$ cat config.mk
export PLATFORM = sky130hd
export DESIGN_NAME = regfile_wr_sched_flat
export DESIGN_NICKNAME = d
export VERILOG_FILES = /design/src/rtl/regfile_wr_sched_if.sv /design/src/rtl/regfile_wr_sched.sv /design/src/flat_wrapper.sv
export SDC_FILE = /design/constraint.sdc
export NUM_CORES = 1
export LEC_CHECK = 0
export ABC_CLOCK_PERIOD_IN_PS = 4400
export CORE_UTILIZATION = 42
export CTS_CLUSTER_SIZE = 16
export DETAILED_ROUTE_END_ITERATION = 10
export PLACE_DENSITY_LB_ADDON = 0.12
export SETUP_SLACK_MARGIN = 0.4
export SLEW_MARGIN = 20
export SYNTH_ARGS = -nofsm -noshare
export SYNTH_HDL_FRONTEND = slang
export SYNTH_SLANG_ARGS = --single-unit
export TNS_END_PERCENT = 10
$ cat constraint.sdc
create_clock -name CLK -period 4.4 [get_ports CLK]
set_clock_uncertainty 0.05 [all_clocks]
set_input_delay 0.88 -clock CLK [delete_from_list [all_inputs] [get_ports CLK]]
set_output_delay 0.88 -clock CLK [all_outputs]
set_load 0.1 [all_outputs]
$ cat src/rtl/regfile_wr_sched_if.sv
// -----------------------------------------------------------------------------
// regfile_wr_sched_if
//   Bundle of every non-clock/reset signal of regfile_wr_sched.
//   Compile with REGFILE_WR_SCHED_CONFLICT_CNT_EN defined to add the conflict
//   counter signal and its CNT_W parameter.
//
//   clr_req      : single-cycle pulse that restarts the zero-clear sweep
//   init_done    : high while the scheduler is in RUN
//   a_valid/a_addr/a_data/a_ready : requester A (ALU writeback)
//   b_valid/b_addr/b_data/b_ready : requester B (load writeback)
//   A3/WD3/WE3   : registered register-file write port
//   grant        : {b,a} one-hot of the last accepted requester, registered
//   conflict_cnt : saturating count of RUN cycles with both requesters valid
//
//   master modport : the writeback side (drives requests and clr_req)
//   slave modport  : the scheduler
// -----------------------------------------------------------------------------
interface regfile_wr_sched_if #(
    parameter int ADDR_W = 5,
    parameter int DATA_W = 32
`ifdef REGFILE_WR_SCHED_CONFLICT_CNT_EN
    ,
    parameter int CNT_W  = 16
`endif
);
    logic              clr_req;
    logic              init_done;
    logic              a_valid;
    logic [ADDR_W-1:0] a_addr;
    logic [DATA_W-1:0] a_data;
    logic              a_ready;
    logic              b_valid;
    logic [ADDR_W-1:0] b_addr;
    logic [DATA_W-1:0] b_data;
    logic              b_ready;
    logic [ADDR_W-1:0] A3;
    logic [DATA_W-1:0] WD3;
    logic              WE3;
    logic [1:0]        grant;
`ifdef REGFILE_WR_SCHED_CONFLICT_CNT_EN
    logic [CNT_W-1:0]  conflict_cnt;

    modport master (
        output clr_req, a_valid, a_addr, a_data, b_valid, b_addr, b_data,
        input  init_done, a_ready, b_ready, A3, WD3, WE3, grant, conflict_cnt
    );

    modport slave (
        input  clr_req, a_valid, a_addr, a_data, b_valid, b_addr, b_data,
        output init_done, a_ready, b_ready, A3, WD3, WE3, grant, conflict_cnt
    );
`else
    modport master (
        output clr_req, a_valid, a_addr, a_data, b_valid, b_addr, b_data,
        input  init_done, a_ready, b_ready, A3, WD3, WE3, grant
    );

    modport slave (
        input  clr_req, a_valid, a_addr, a_data, b_valid, b_addr, b_data,
        output init_done, a_ready, b_ready, A3, WD3, WE3, grant
    );
`endif
endinterface

$ cat src/rtl/regfile_wr_sched.sv
// -----------------------------------------------------------------------------
// regfile_wr_sched
//   Write-port scheduler for the register file A3/WD3/WE3 port. After reset or
//   a clr_req pulse it sweeps zeros into registers 1..NREGS-1 (INIT), then
//   shares the single write port between requesters A and B with valid/ready
//   handshakes and round-robin arbitration (RUN). Writes to register 0 are
//   accepted but never enabled.
//
//   Optional feature macro: REGFILE_WR_SCHED_CONFLICT_CNT_EN
//     adds bus.conflict_cnt, a saturating count of RUN cycles in which both
//     requesters were valid (cleared by clr_req).
//
//   Ports:
//     CLK : clock, rising edge
//     rst : asynchronous active-low reset
//     bus : regfile_wr_sched_if.slave (requesters, write port, status)
// -----------------------------------------------------------------------------
module regfile_wr_sched #(
    parameter int ADDR_W = 5,
    parameter int DATA_W = 32,
    parameter int NREGS  = 2 ** ADDR_W
`ifdef REGFILE_WR_SCHED_CONFLICT_CNT_EN
    ,
    parameter int CNT_W  = 16
`endif
) (
    input  logic                 CLK,
    input  logic                 rst,
    regfile_wr_sched_if.slave    bus
);
    typedef enum logic {S_INIT, S_RUN} state_e;

    localparam logic [ADDR_W-1:0] LAST_REG  = ADDR_W'(NREGS - 1);
    localparam logic [ADDR_W-1:0] FIRST_REG = ADDR_W'(1);

    state_e            state_q, state_d;
    logic [ADDR_W-1:0] sweep_ptr_q, sweep_ptr_d;
    logic [ADDR_W-1:0] a3_q, a3_d;
    logic [DATA_W-1:0] wd3_q, wd3_d;
    logic              we3_q, we3_d;
    logic [1:0]        grant_q, grant_d;
    logic              rr_prio_q, rr_prio_d;   // 0: A holds priority, 1: B

    logic run, both_valid, a_win, b_win;

    // Readiness is purely combinational so a requester sees its accept in the
    // same cycle; clr_req masks both so nothing is lost across a restart.
    always_comb begin
        run        = (state_q == S_RUN);
        both_valid = bus.a_valid & bus.b_valid;
        a_win      = run & ~bus.clr_req & bus.a_valid & (~bus.b_valid | ~rr_prio_q);
        b_win      = run & ~bus.clr_req & bus.b_valid & (~bus.a_valid |  rr_prio_q);
    end

    // NOTE: every variable gets a default before the case so no path leaves
    // one unassigned, which would otherwise infer a latch.
    always_comb begin
        state_d     = state_q;
        sweep_ptr_d = sweep_ptr_q;
        a3_d        = a3_q;
        wd3_d       = wd3_q;
        we3_d       = 1'b0;
        grant_d     = 2'b00;
        rr_prio_d   = rr_prio_q;

        case (state_q)
            S_INIT: begin
                if (bus.clr_req) begin
                    sweep_ptr_d = FIRST_REG;
                end else begin
                    a3_d  = sweep_ptr_q;
                    wd3_d = '0;
                    we3_d = 1'b1;
                    if (sweep_ptr_q == LAST_REG) begin
                        state_d     = S_RUN;
                        sweep_ptr_d = FIRST_REG;
                    end else begin
                        sweep_ptr_d = sweep_ptr_q + 1'b1;
                    end
                end
            end
            S_RUN: begin
                if (bus.clr_req) begin
                    state_d     = S_INIT;
                    sweep_ptr_d = FIRST_REG;
                end else if (a_win) begin
                    a3_d    = bus.a_addr;
                    wd3_d   = bus.a_data;
                    we3_d   = (bus.a_addr != '0);
                    grant_d = 2'b01;
                    if (both_valid) rr_prio_d = 1'b1;
                end else if (b_win) begin
                    a3_d    = bus.b_addr;
                    wd3_d   = bus.b_data;
                    we3_d   = (bus.b_addr != '0);
                    grant_d = 2'b10;
                    if (both_valid) rr_prio_d = 1'b0;
                end
            end
            default: state_d = S_INIT;
        endcase
    end

    // NOTE: sequential state uses non-blocking assignments so every register
    // samples pre-edge values regardless of statement order.
    always_ff @(posedge CLK or negedge rst) begin
        if (!rst) begin
            state_q     <= S_INIT;
            sweep_ptr_q <= FIRST_REG;
            a3_q        <= '0;
            wd3_q       <= '0;
            we3_q       <= 1'b0;
            grant_q     <= 2'b00;
            rr_prio_q   <= 1'b0;
        end else begin
            state_q     <= state_d;
            sweep_ptr_q <= sweep_ptr_d;
            a3_q        <= a3_d;
            wd3_q       <= wd3_d;
            we3_q       <= we3_d;
            grant_q     <= grant_d;
            rr_prio_q   <= rr_prio_d;
        end
    end

    assign bus.init_done = run;
    assign bus.a_ready   = a_win;
    assign bus.b_ready   = b_win;
    assign bus.A3        = a3_q;
    assign bus.WD3       = wd3_q;
    assign bus.WE3       = we3_q;
    assign bus.grant     = grant_q;

`ifdef REGFILE_WR_SCHED_CONFLICT_CNT_EN
    logic [CNT_W-1:0] conflict_cnt_q;

    always_ff @(posedge CLK or negedge rst) begin
        if (!rst) begin
            conflict_cnt_q <= '0;
        end else if (bus.clr_req) begin
            conflict_cnt_q <= '0;
        end else if (run && both_valid && (conflict_cnt_q != '1)) begin
            conflict_cnt_q <= conflict_cnt_q + 1'b1;
        end
    end

    assign bus.conflict_cnt = conflict_cnt_q;
`endif
endmodule

$ cat src/flat_wrapper.sv
// flat-port wrapper written by rule: the top's interface ports become plain ports
module regfile_wr_sched_flat 
#(
    parameter int ADDR_W = 5,
    parameter int DATA_W = 32,
    parameter int NREGS  = 2 ** ADDR_W

)
  (CLK, rst, bus_clr_req, bus_a_valid, bus_a_addr, bus_a_data, bus_b_valid, bus_b_addr, bus_b_data, bus_init_done, bus_a_ready, bus_b_ready, bus_A3, bus_WD3, bus_WE3, bus_grant);
  regfile_wr_sched_if #(.ADDR_W(ADDR_W), .DATA_W(DATA_W)) bus_i ();
  input  logic CLK;
  input  logic rst;
  input wire logic [$bits(bus_i.clr_req)-1:0] bus_clr_req;
  input wire logic [$bits(bus_i.a_valid)-1:0] bus_a_valid;
  input wire logic [$bits(bus_i.a_addr)-1:0] bus_a_addr;
  input wire logic [$bits(bus_i.a_data)-1:0] bus_a_data;
  input wire logic [$bits(bus_i.b_valid)-1:0] bus_b_valid;
  input wire logic [$bits(bus_i.b_addr)-1:0] bus_b_addr;
  input wire logic [$bits(bus_i.b_data)-1:0] bus_b_data;
  output wire logic [$bits(bus_i.init_done)-1:0] bus_init_done;
  output wire logic [$bits(bus_i.a_ready)-1:0] bus_a_ready;
  output wire logic [$bits(bus_i.b_ready)-1:0] bus_b_ready;
  output wire logic [$bits(bus_i.A3)-1:0] bus_A3;
  output wire logic [$bits(bus_i.WD3)-1:0] bus_WD3;
  output wire logic [$bits(bus_i.WE3)-1:0] bus_WE3;
  output wire logic [$bits(bus_i.grant)-1:0] bus_grant;
  assign bus_i.clr_req = bus_clr_req;
  assign bus_i.a_valid = bus_a_valid;
  assign bus_i.a_addr = bus_a_addr;
  assign bus_i.a_data = bus_a_data;
  assign bus_i.b_valid = bus_b_valid;
  assign bus_i.b_addr = bus_b_addr;
  assign bus_i.b_data = bus_b_data;
  assign bus_init_done = bus_i.init_done;
  assign bus_a_ready = bus_i.a_ready;
  assign bus_b_ready = bus_i.b_ready;
  assign bus_A3 = bus_i.A3;
  assign bus_WD3 = bus_i.WD3;
  assign bus_WE3 = bus_i.WE3;
  assign bus_grant = bus_i.grant;
  regfile_wr_sched #(.ADDR_W(ADDR_W), .DATA_W(DATA_W), .NREGS(NREGS)) u_core (.CLK(CLK), .rst(rst), .bus(bus_i));
endmodule
### After elaboration in Yosys (flattened, before gate mapping)

Index checks and enable logic that the tools add are counted.

* flip-flop bits (word level): 47
* input port bits: 79
* output and inout port bits: 43
* logic and storage cells: 61

* add/subtract/negate cells: 1
* equality and inequality tests: 5
* mux-type cells: 30
* bitwise gates (word level): 13
* reduce and logical (&&, ||, !) cells: 5

Operator list (count)
* $mux W32: 4
* $pmux W32 S2: 1
* $mux W5: 7
* $pmux W5 S2: 2
* $mux W1: 10
* $reduce_bool A5 Y1: 2
* $mux W2: 4
* $and A1 B1 Y1: 6
* $ne A2 B2 Y1 const B: 3
* $add A5 B1 Y5 const B: 1
* $eq A5 B5 Y1 const B: 1
* $not A1 Y1: 5
* $pmux W1 S2: 2
* $reduce_and A4 Y1: 1
* $ne A3 B3 Y1 const B: 1
* $reduce_and A3 Y1: 1
* $or A1 B1 Y1: 2
* $reduce_bool A2 Y1: 1

### Logic depth before layout (Yosys ltp)

Gate-level depths: netlist of the first run.

* depth in word-level cells: 8
* mapped depth: 8
* mapped depth without buffers: 6

### Least setup slack after synthesis of the first run

OpenSTA, ideal clock, no wires.

* path type: register to output
* from: reg u_core.state_q (netlist: u_core.bus.init_done)
* to: out bus_b_ready
* arrival time: 2.060 ns
* data required time: 3.470 ns
* path slack: 1.410 ns
* cell stages (with the launch flop): 3
* path buffers: 0
* path through: dfrtp_1 > nor2b_4 > and3_1

* cells in the longest elaborated chain, start to end: 3

Ends and longest elaborated chain
* from (decl): RTL line regfile_wr_sched.sv:36 `state_e state_q, state_d;`
* from (signal assigned): RTL line regfile_wr_sched.sv:116 `state_q <= state_d;`
* $and A1 B1 Y1 (3 in a row): RTL line regfile_wr_sched.sv:52 `b_win = run & ~bus.clr_req & bus.b_valid & (~bus.a_valid | rr_prio_q);`
* to (decl): RTL line flat_wrapper.sv:22 `output wire logic [$bits(bus_i.b_ready)-1:0] bus_b_ready;`

Every way passes these cells.

### Worst setup path in the final report of the first run

* from: in bus_clr_req
* to: out bus_a_ready

* cells in the longest elaborated chain, start to end: 4

Ends and longest elaborated chain
* from (decl): RTL line flat_wrapper.sv:13 `input wire logic [$bits(bus_i.clr_req)-1:0] bus_clr_req;`
* $not A1 Y1 (no line)
* $and A1 B1 Y1 (3 in a row): RTL line regfile_wr_sched.sv:51 `a_win = run & ~bus.clr_req & bus.a_valid & (~bus.b_valid | ~rr_prio_q);`
* to (decl): RTL line flat_wrapper.sv:21 `output wire logic [$bits(bus_i.a_ready)-1:0] bus_a_ready;`

Every way passes these cells.

==> run summary, run 1 <==
Post-layout nets: 447
Final Setup Violations: 0
Minimum clock period: 3.416 ns
First-pass DRT Iterations: 4
Antenna diodes: 0
Clock power share: 22.2%
Gate power share: 34.8%
Seq pwr share: 43.0%
CTS tree: built
Initial DRC Count: 182
Post-cts repair resize count: 0
Synthesized Nets: 337
Setup CP Type: input pin to output pin
Cells after Synth: 256
Most numerous cell in the Yosys netlist: dfrtp_1
Unique masters post-synth: 26
H-tree depth: 2
Vias in the first global route: 2064
P_leak: 1.392 nW
Clock Tree Buf Depth: 2
Switching part of the total power: 37.32%
Initial antenna violation count: 0
Net Switching: 0.4185 mW
GRT Util Overall: 22.77%
P_int: 0.7029 mW
Post-synth EDFFs: 0
Synth Register Bits: 47
Required @ worst endpoint: 3.47 ns
Seq/Total Area, Yosys: 51.36%
Max Fanout on Critical Path: 34
Tcrit/Tclk final: 77.64%
CTS Sinks: 47
Storage element area: 1177 sq um
Final Util: 69.55%
Endpoints failing hold: 0
Post-Syn Area per Cell: 8.954 sq um
Core area: 5172 sq um
Routed WL: 6405 microns
Maximum vdd drop: 0.1926 mV
Post-Layout Cell Count: 437
Max-cap violations: 0
FMAX: 292.7 MHz
Routability cong.: 0.7701
Port Buffer Count: 121
CP Capture Type: output pin
Row cnt: 26
CTS Root Cell: clkbuf_8
Die W: 75.88 microns
Synth Flop Type: dfrtp_1
Final setup TNS: 0 ns
Flop-to-flop setup slack: 2.34 ns
Gr ovfl total: 0
RSZ-0062 raised after global routing: false
Top Usage Layer GRT: met2
TritonCTS Buffers: 5
Via Count: 2307
Met3 GRT Util: 5.423%
Startpoint types: input pin
Critical Path AT: 2.49 ns
Rel. slew slack: 32.52%
Post-CTS setup buffers: 0
WL per Instance: 14.66 microns
Post-Syn Area: 2292 sq um
GRT met1 Usage: 28.13%
Synthesis-to-layout area growth: 56.93%
DP HPWL: 4387 microns
IO Pins: 122
Post-synthesis async set-or-reset flop share: 100.0%
Fraction of layout cells with a size suffix above 1: 5.177%
Inst Count DP: 429
Clock latency at the later pin of the worst-skew pair: 0.30 ns
Top cell type's share of synthesized area: 50.22%
Vias per cell: 5.279
Hold Path Class: flip-flop to flip-flop
Worst-Margin Slew: 1.009 ns
Hold Buf Count CTS: 0
Drc violations: 0
Worst-path clk slew: 0.08 ns
First-pass GRT wire length: 9715 microns
Die Span Y: 75.88 microns
DIE AREA: 5757 sq um
Antenna Violating Nets Remaining: 0
Yosys Warn Count: 0
PD cells: 311.8 nW/um^2
Slew Limit Fails: 0
Initial Util: 44.32%
Status: complete, no violations
Multi-input gate area: 1001 sq um
Filler cells: 409
GR Util met2: 39.13%
Largest cells by area after synthesis: dfrtp_1, a31oi_1, nand3_1, nor2_1, nand2_1
Largest net degree at the start of global routing: 48
Cell taking the most area after synthesis: dfrtp_1
Post-synth top cells: dfrtp_1, a31oi_1, nor2_1
==> final cells by class <==
class	count	share of cell area (%)
Timing Repair Buffer	125	34.57
Sequential cell	47	32.73
Multi-Input combinational cell	185	27.83
Tap cell	70	2.435
Clock buffer	8	2.226
Inverter	2	0.2087
==> registers in the layout, indices dropped and copies added, names as in the netlist <==
name                  cells
u_core.bus.A3             5
u_core.bus.WE3            1
u_core.bus.grant          2
u_core.bus.init_done      1
u_core.rr_prio_q          1
u_core.sweep_ptr_q        5
u_core.bus.WD3           32
==> cells by family (layout without fill, tap and decap cells) <==
kind of cell    count (synthesis)  in the layout  synth area share [%]
simple gates                  124            124                 25.16
compound gates                 51             51                 13.48
flops                          47             47                 51.36
buf+inv                        24            135                 5.458
mux                             7              7                 3.057
fa+ha+maj                       2              2                 1.092
xor+xnor                        1              1                0.3822
==> path summary, 6_finish.rpt <==
path                       depth (start not counted)                 start                  to
max                                                5           bus_clr_req         bus_a_ready
min reg2reg                                        1      u_core.rr_prio_q    u_core.rr_prio_q
min                                                1      u_core.rr_prio_q    u_core.rr_prio_q
max in group asynchronous                          1                   rst   u_core.bus.WD3[2]
min in group asynchronous                          1                   rst  u_core.bus.WD3[13]
max reg2reg                                        6  u_core.bus.init_done    u_core.bus.A3[2]
==> per-layer routing <==
| layer | vias to the layer above | wire, microns |
|---|---|---|
| met1 | 1083 | 2639 |
| met4 | 0 | 129 |
| li1 | 1123 | - |
| met2 | 88 | 3174 |
| met5 | - | 0 |
| met3 | 13 | 461 |
==> cell usage in the layout (no fill, tap or decap), drive strengths merged <==
cell type and instances:
nor2 38, xnor2 1, o21ai 5, clkbuf 8, and3 3, buf 8
clkdlybuf4s50 117, nand3 35, dfrtp 46, nor2b 1, nand2 33, inv 2
or2 1, mux2i 7, o22ai 5, dfstp 1, a21oi 3, ha 2
or4 2, nand2b 8, nand3b 1, a31oi 38, nand4 1, nor3 1
==> power by group through the flow <==
stage          logic [mW]  clock network (mW)  registers [mW]
2_1_floorplan      0.0493                   0           0.683
3_3_place_gp        0.388                   0           0.490
3_5_place_dp        0.392                   0           0.490
4_1_cts             0.392               0.256           0.482
5_1_grt             0.408               0.272           0.486
6_report            0.390               0.249           0.482
==> stage by stage <==
| stage | setup WS (ns) | power, mW | area [sq um] | hold slack (ns) |
|---|---|---|---|---|
| 3_3_place_gp | 0.9957 | 0.8779 | 3515 | 0.4339 |
| 2_1_floorplan | 1.410 | 0.7326 | 2292 | 0.4079 |
| 3_5_place_dp | 0.9679 | 0.8815 | 3515 | 0.4537 |
| 4_1_cts | 0.9589 | 1.130 | 3595 | 0.4684 |
| 6_report | 0.9837 | 1.121 | 3597 | 0.4633 |
| 5_1_grt | 0.8450 | 1.166 | 3597 | 0.4956 |
==> worst max-delay path, cell delays in order <==
cell and delay, ns:
clkdlybuf4s50_1 0.61, nor2b_4 0.25, nand3_4 0.34, inv_2 0.20, buf_12 0.19
Note: power is estimated with default switching activity, not from simulation.
==> run 2, diff against run 1 <==
--- a/config.mk
+++ b/config.mk
@@ -5,8 +5,8 @@
 export SDC_FILE = /design/constraint.sdc
 export NUM_CORES = 1
 export LEC_CHECK = 0
-export ABC_CLOCK_PERIOD_IN_PS = 4400
-export CORE_UTILIZATION = 42
+export ABC_CLOCK_PERIOD_IN_PS = 3500
+export CORE_UTILIZATION = 39
 export CTS_CLUSTER_SIZE = 16
 export DETAILED_ROUTE_END_ITERATION = 10
 export PLACE_DENSITY_LB_ADDON = 0.12
==> constraint.sdc (replaced) <==
create_clock -name CLK -period 3.5 [get_ports CLK]
set_clock_uncertainty 0.05 [all_clocks]
set_input_delay 0.7 -clock CLK [delete_from_list [all_inputs] [get_ports CLK]]
set_output_delay 0.7 -clock CLK [all_outputs]
set_load 0.1 [all_outputs]
==> run 2 against run 1 <==
Against the previous run: worst hold slack lost 0.11 ns; register-to-register slack worse by 0.50 ns; die area up 7.5%; sequential share of layout area down 0.25 points; largest power group unchanged.
==> run summary, run 2 (same netlist as run 1, synthesis figures left out) <==
WL per Instance: 14.53 microns
Largest net degree at the start of global routing: 48
Row cnt: 27
Maximum vdd drop: 0.1913 mV
Initial antenna violation count: 0
Worst-Margin Slew: 0.9885 ns
Final setup TNS: 0 ns
Critical Path AT: 2.01 ns
CP max stage cell: clkdlybuf4s50_1
Initial Util: 41.12%
Post-cts repair resize count: 0
Post-layout nets: 448
Vias in the first global route: 2240
Gr ovfl total: 0
P_leak: 1.419 nW
Inst Count DP: 432
Hold Buf Count CTS: 0
Max-cap violations: 0
CP Capture Type: output pin
Fraction of layout cells with a size suffix above 1: 7.609%
Vias per cell: 5.214
Drc violations: 0
Post-Layout Cell Count: 440
FMAX: 361.7 MHz
Max FFs per register: 32
Filler cells: 481
Antenna diodes: 0
Status: complete, no violations
CTS Sinks: 47
Worst-path clk slew: 0.09 ns
Most frequent cells in the layout: clkdlybuf4s50_1, dfrtp_1, nor2_1, a31oi_1, nand3_1
Critical path's largest stage delay: 0.62 ns
H-tree depth: 2
Post-CTS setup buffers: 0
TritonCTS Buffers: 5
CTS Root Cell: clkbuf_8
First-pass GRT wire length: 10550 microns
Via Count: 2294
Synthesis-to-layout area growth: 58.13%
Rel. slew slack: 33.89%
WP buf/inv: 2
Worst path top cell family by delay: buffers and inverters
Commonest non-fill, non-tap cell in the layout: clkdlybuf4s50_1
Setup CP Type: input pin to output pin
Initial DRC Count: 156
Max Fanout on Critical Path: 9
Startpoint types: input pin
Die Span Y: 78.67 microns
Die W: 78.67 microns
Endpoints failing hold: 0
Required @ worst endpoint: 2.75 ns
Core area: 5574 sq um
First-pass DRT Iterations: 4
Hold Path Class: input pin to asynchronous set/reset pin
Port Buffer Count: 121
IO Pins: 122
DP HPWL: 4360 microns
Routability cong.: 0.7977
Minimum clock period: 2.764 ns
Antenna Violating Nets Remaining: 0
GRT Util Overall: 21.81%
Slew Limit Fails: 0
RSZ-0062 raised after global routing: false
Tcrit/Tclk final: 78.98%
PD cells: 400.4 nW/um^2
DIE AREA: 6188 sq um
Final Setup Violations: 0
CTS tree: built
Crit path cell chain: clkdlybuf4s50_1, nor2b_4, and3_1, buf_12
Clock Tree Buf Depth: 2
Routed WL: 6395 microns
Clock latency at the later pin of the worst-skew pair: 0.29 ns
-- run 2: area by class of cell --
| cell class | count | area [sq um] | share of cell area (%) |
|---|---|---|---|
| inverter | 2 | 7.507 | 0.2071 |
| tap | 72 | 90.09 | 2.485 |
| clock buffer | 8 | 100.1 | 2.761 |
| multi-input combinational | 185 | 1001 | 27.61 |
| sequential | 47 | 1177 | 32.48 |
| timing repair buffer | 126 | 1249 | 34.45 |
-- run 2: layer usage --
metal | track usage (%) | up-vias | share of wire, %
li1 | - | 1122 | -
met1 | 26.63 | 1086 | 41
met2 | 37.30 | 82 | 50
met3 | 5.465 | 4 | 8.2
met4 | 7.222 | 0 | 0.89
met5 | 0 | - | 0
-- run 2: final timing paths --
path / start / endpoint / slack, ns / cells past startpoint
min reg2reg: u_core.rr_prio_q / u_core.rr_prio_q / 0.45 / 1
min: rst / u_core.bus.WD3[11] / 0.35 / 1
max in group asynchronous: rst / u_core.bus.WD3[17] / 2.62 / 1
min in group CLK: u_core.rr_prio_q / u_core.rr_prio_q / 0.45 / 1
max: bus_clr_req / bus_b_ready / 0.74 / 4
max reg2reg: u_core.sweep_ptr_q[1] / u_core.sweep_ptr_q[3] / 1.84 / 6
-- run 2: stage by stage --
step           util, %  worst slack (ns)  total power, mW  instance area [sq um]  hold WS [ns]
2_1_floorplan        -            0.6900           0.9209                   2292        0.3544
3_3_place_gp     63.19            0.7492            1.103                   3522        0.4318
3_5_place_dp     63.19            0.7408            1.106                   3522        0.4346
4_1_cts          64.98            0.7276            1.471                   3622        0.4525
5_1_grt          65.03            0.6634            1.514                   3625        0.3992
6_report         65.03            0.7356            1.452                   3625        0.3515
-- run 2: power by group --
group | internal (mW) | switching, mW | leakage (nW)
registers | 0.581 | 0.0252 | 0.593
logic | 0.158 | 0.329 | 0.774
clock network | 0.181 | 0.178 | 0.0515
-- run 2: worst register-to-register path: cells and delay by family, from the launching register on --
family          cells  cell delay (ns)
compound gates      1             0.15
fa+ha+maj           2             0.48
simple gates        3             0.44
flops               1             0.46
==> run 3, diff against run 2 <==
--- a/config.mk
+++ b/config.mk
@@ -5,8 +5,8 @@
 export SDC_FILE = /design/constraint.sdc
 export NUM_CORES = 1
 export LEC_CHECK = 0
-export ABC_CLOCK_PERIOD_IN_PS = 3500
-export CORE_UTILIZATION = 39
+export ABC_CLOCK_PERIOD_IN_PS = 2300
+export CORE_UTILIZATION = 35
 export CTS_CLUSTER_SIZE = 16
 export DETAILED_ROUTE_END_ITERATION = 10
 export PLACE_DENSITY_LB_ADDON = 0.12
==> constraint.sdc (replaced) <==
create_clock -name CLK -period 2.3 [get_ports CLK]
set_clock_uncertainty 0.05 [all_clocks]
set_input_delay 0.46 -clock CLK [delete_from_list [all_inputs] [get_ports CLK]]
set_output_delay 0.46 -clock CLK [all_outputs]
set_load 0.1 [all_outputs]
==> run 3 against run 2 <==
Against the previous run: via count up 2.2%; critical path depth fell by 1; critical endpoint unchanged; non-clock buffer count grew 7; die area grew 11%.
==> run summary, run 3 (same netlist as run 1, synthesis figures left out) <==
Status: complete, no violations
Clock Tree Buf Depth: 2
Hold Path Class: input pin to asynchronous set/reset pin
Clock latency at the later pin of the worst-skew pair: 0.29 ns
CP max stage cell: dfrtp_4
P_leak: 1.516 nW
Gate power share: 33.3%
CTS Sinks: 47
Maximum vdd drop: 0.3510 mV
Clock power share: 24.8%
Final Util: 57.58%
DIE AREA: 6877 sq um
Antenna diodes: 0
Via Count: 2344
Fraction of layout cells with a size suffix above 1: 19.20%
Minimum clock period: 1.831 ns
WP buf/inv: 1
Gr ovfl total: 0
Max Fanout on Critical Path: 4
Critical Path AT: 1.32 ns
Initial antenna violation count: 0
Post-layout nets: 455
Most frequent cells in the layout: clkdlybuf4s50_1, buf_4, dfrtp_1, nor2_1, a31oi_1
Min Hold Slack: 0.07289 ns
CTS tree: built
TritonCTS Buffers: 5
Vias in the first global route: 2297
P_int: 1.392 mW
GRT Util Overall: 20.35%
Startpoint types: flip-flop
DP Area: 3532 sq um
First-pass GRT wire length: 11340 microns
Critical path's largest stage delay: 0.42 ns
H-tree depth: 2
Seq pwr share: 41.9%
Setup CP Type: flip-flop to output pin
Fin area: 3656 sq um
Initial DRC Count: 98
Synthesis-to-layout area growth: 59.50%
Post-Layout Cell Count: 452
CTS Root Cell: clkbuf_8
Core area: 6350 sq um
Antenna Violating Nets Remaining: 0
First-pass DRT Iterations: 4
Routability cong.: 0.7469
Die W: 82.93 microns
Crit path cell chain: nor2b_4, and3_4, buf_12
Row cnt: 29
DP HPWL: 4726 microns
Port Buffer Count: 121
Final setup TNS: 0 ns
Rel. slew slack: 66.49%
Tcrit/Tclk final: 79.59%
Worst-path clk slew: 0.09 ns
Commonest non-fill, non-tap cell in the layout: clkdlybuf4s50_1
Net Switching: 0.8161 mW
Max-cap violations: 0
Inst Count DP: 441
Final Setup Violations: 0
Worst path top cell family by delay: simple AND/OR/NAND/NOR gates
FMAX: 546.3 MHz
Routed WL: 6806 microns
Largest net degree at the start of global routing: 43
Flop-to-flop setup slack: 0.61 ns
Initial Util: 36.10%
WL per Instance: 15.06 microns
RSZ-0062 raised after global routing: false
CP Capture Type: output pin
Vias per cell: 5.186
Required @ worst endpoint: 1.79 ns
IO Pins: 122
Switching part of the total power: 36.96%
Worst-Margin Slew: 0.5026 ns
Drc violations: 0
PD cells: 603.9 nW/um^2
Endpoints failing hold: 0
Slew Limit Fails: 0
Die Span Y: 82.93 microns
Max FFs per register: 32
run 3: changes by cell type in the layout (fill, tap and decap cells not counted), sizes merged:
cell / delta
buf: +41
clkdlybuf4s50: -37
dlygate4sd2: +3
run 3: metal layers:
metal,up-vias,GRT usage [%],wire [microns]
met3,4,3.777,375
met5,-,0,0
met4,0,4.702,44
met1,1117,27.19,3153
met2,89,34.28,3233
li1,1134,-,-
run 3: layout make-up:
class,count,area (sq um)
Fill cell,607,2694
Timing Repair Buffer,133,1260
Sequential cell,47,1181
Multi-Input combinational cell,185,1008
Clock buffer,8,100.1
Tap cell,77,96.34
Inverter,2,10.01
run 3: power groups by stage:
stage                     combinational (mW)  clock [mW]  sequential, mW
after floorplan                       0.0944           0            1.31
after global placement                 0.738           0           0.939
after detailed placement               0.740           0           0.940
after CTS                              0.739       0.573           0.925
after global routing                   0.767       0.600           0.934
final                                  0.735       0.549           0.925
run 3: metrics by stage:
| step | setup WS [ns] | power (mW) |
|---|---|---|
| global placement | 0.2681 | 1.676 |
| finish | 0.4694 | 2.208 |
| global route | 0.4296 | 2.301 |
| CTS | 0.4680 | 2.236 |
| floorplan | 0.4403 | 1.402 |
| detailed placement | 0.2374 | 1.680 |
run 3: worst paths after layout:
| path | startpoint | endpoint | depth (start not counted) |
|---|---|---|---|
| max in group asynchronous | rst | u_core.sweep_ptr_q[0] | 2 |
| min in group CLK | u_core.rr_prio_q | u_core.rr_prio_q | 1 |
| worst max-delay path | u_core.bus.init_done | bus_b_ready | 3 |
| worst max register to register | u_core.sweep_ptr_q[1] | u_core.sweep_ptr_q[3] | 6 |
| worst min-delay path | rst | u_core.bus.WD3[11] | 1 |
| worst min register to register | u_core.rr_prio_q | u_core.rr_prio_q | 1 |
run 3: timing repair:
item | 4_1_cts | 5_1_grt
setup endpoints to repair | 2 | 0
gates resized for setup | 5 | 0
hold buffers | 0 | 0
endpoints found under the hold margin | 0 | 0
buffers inserted | 3 | 0
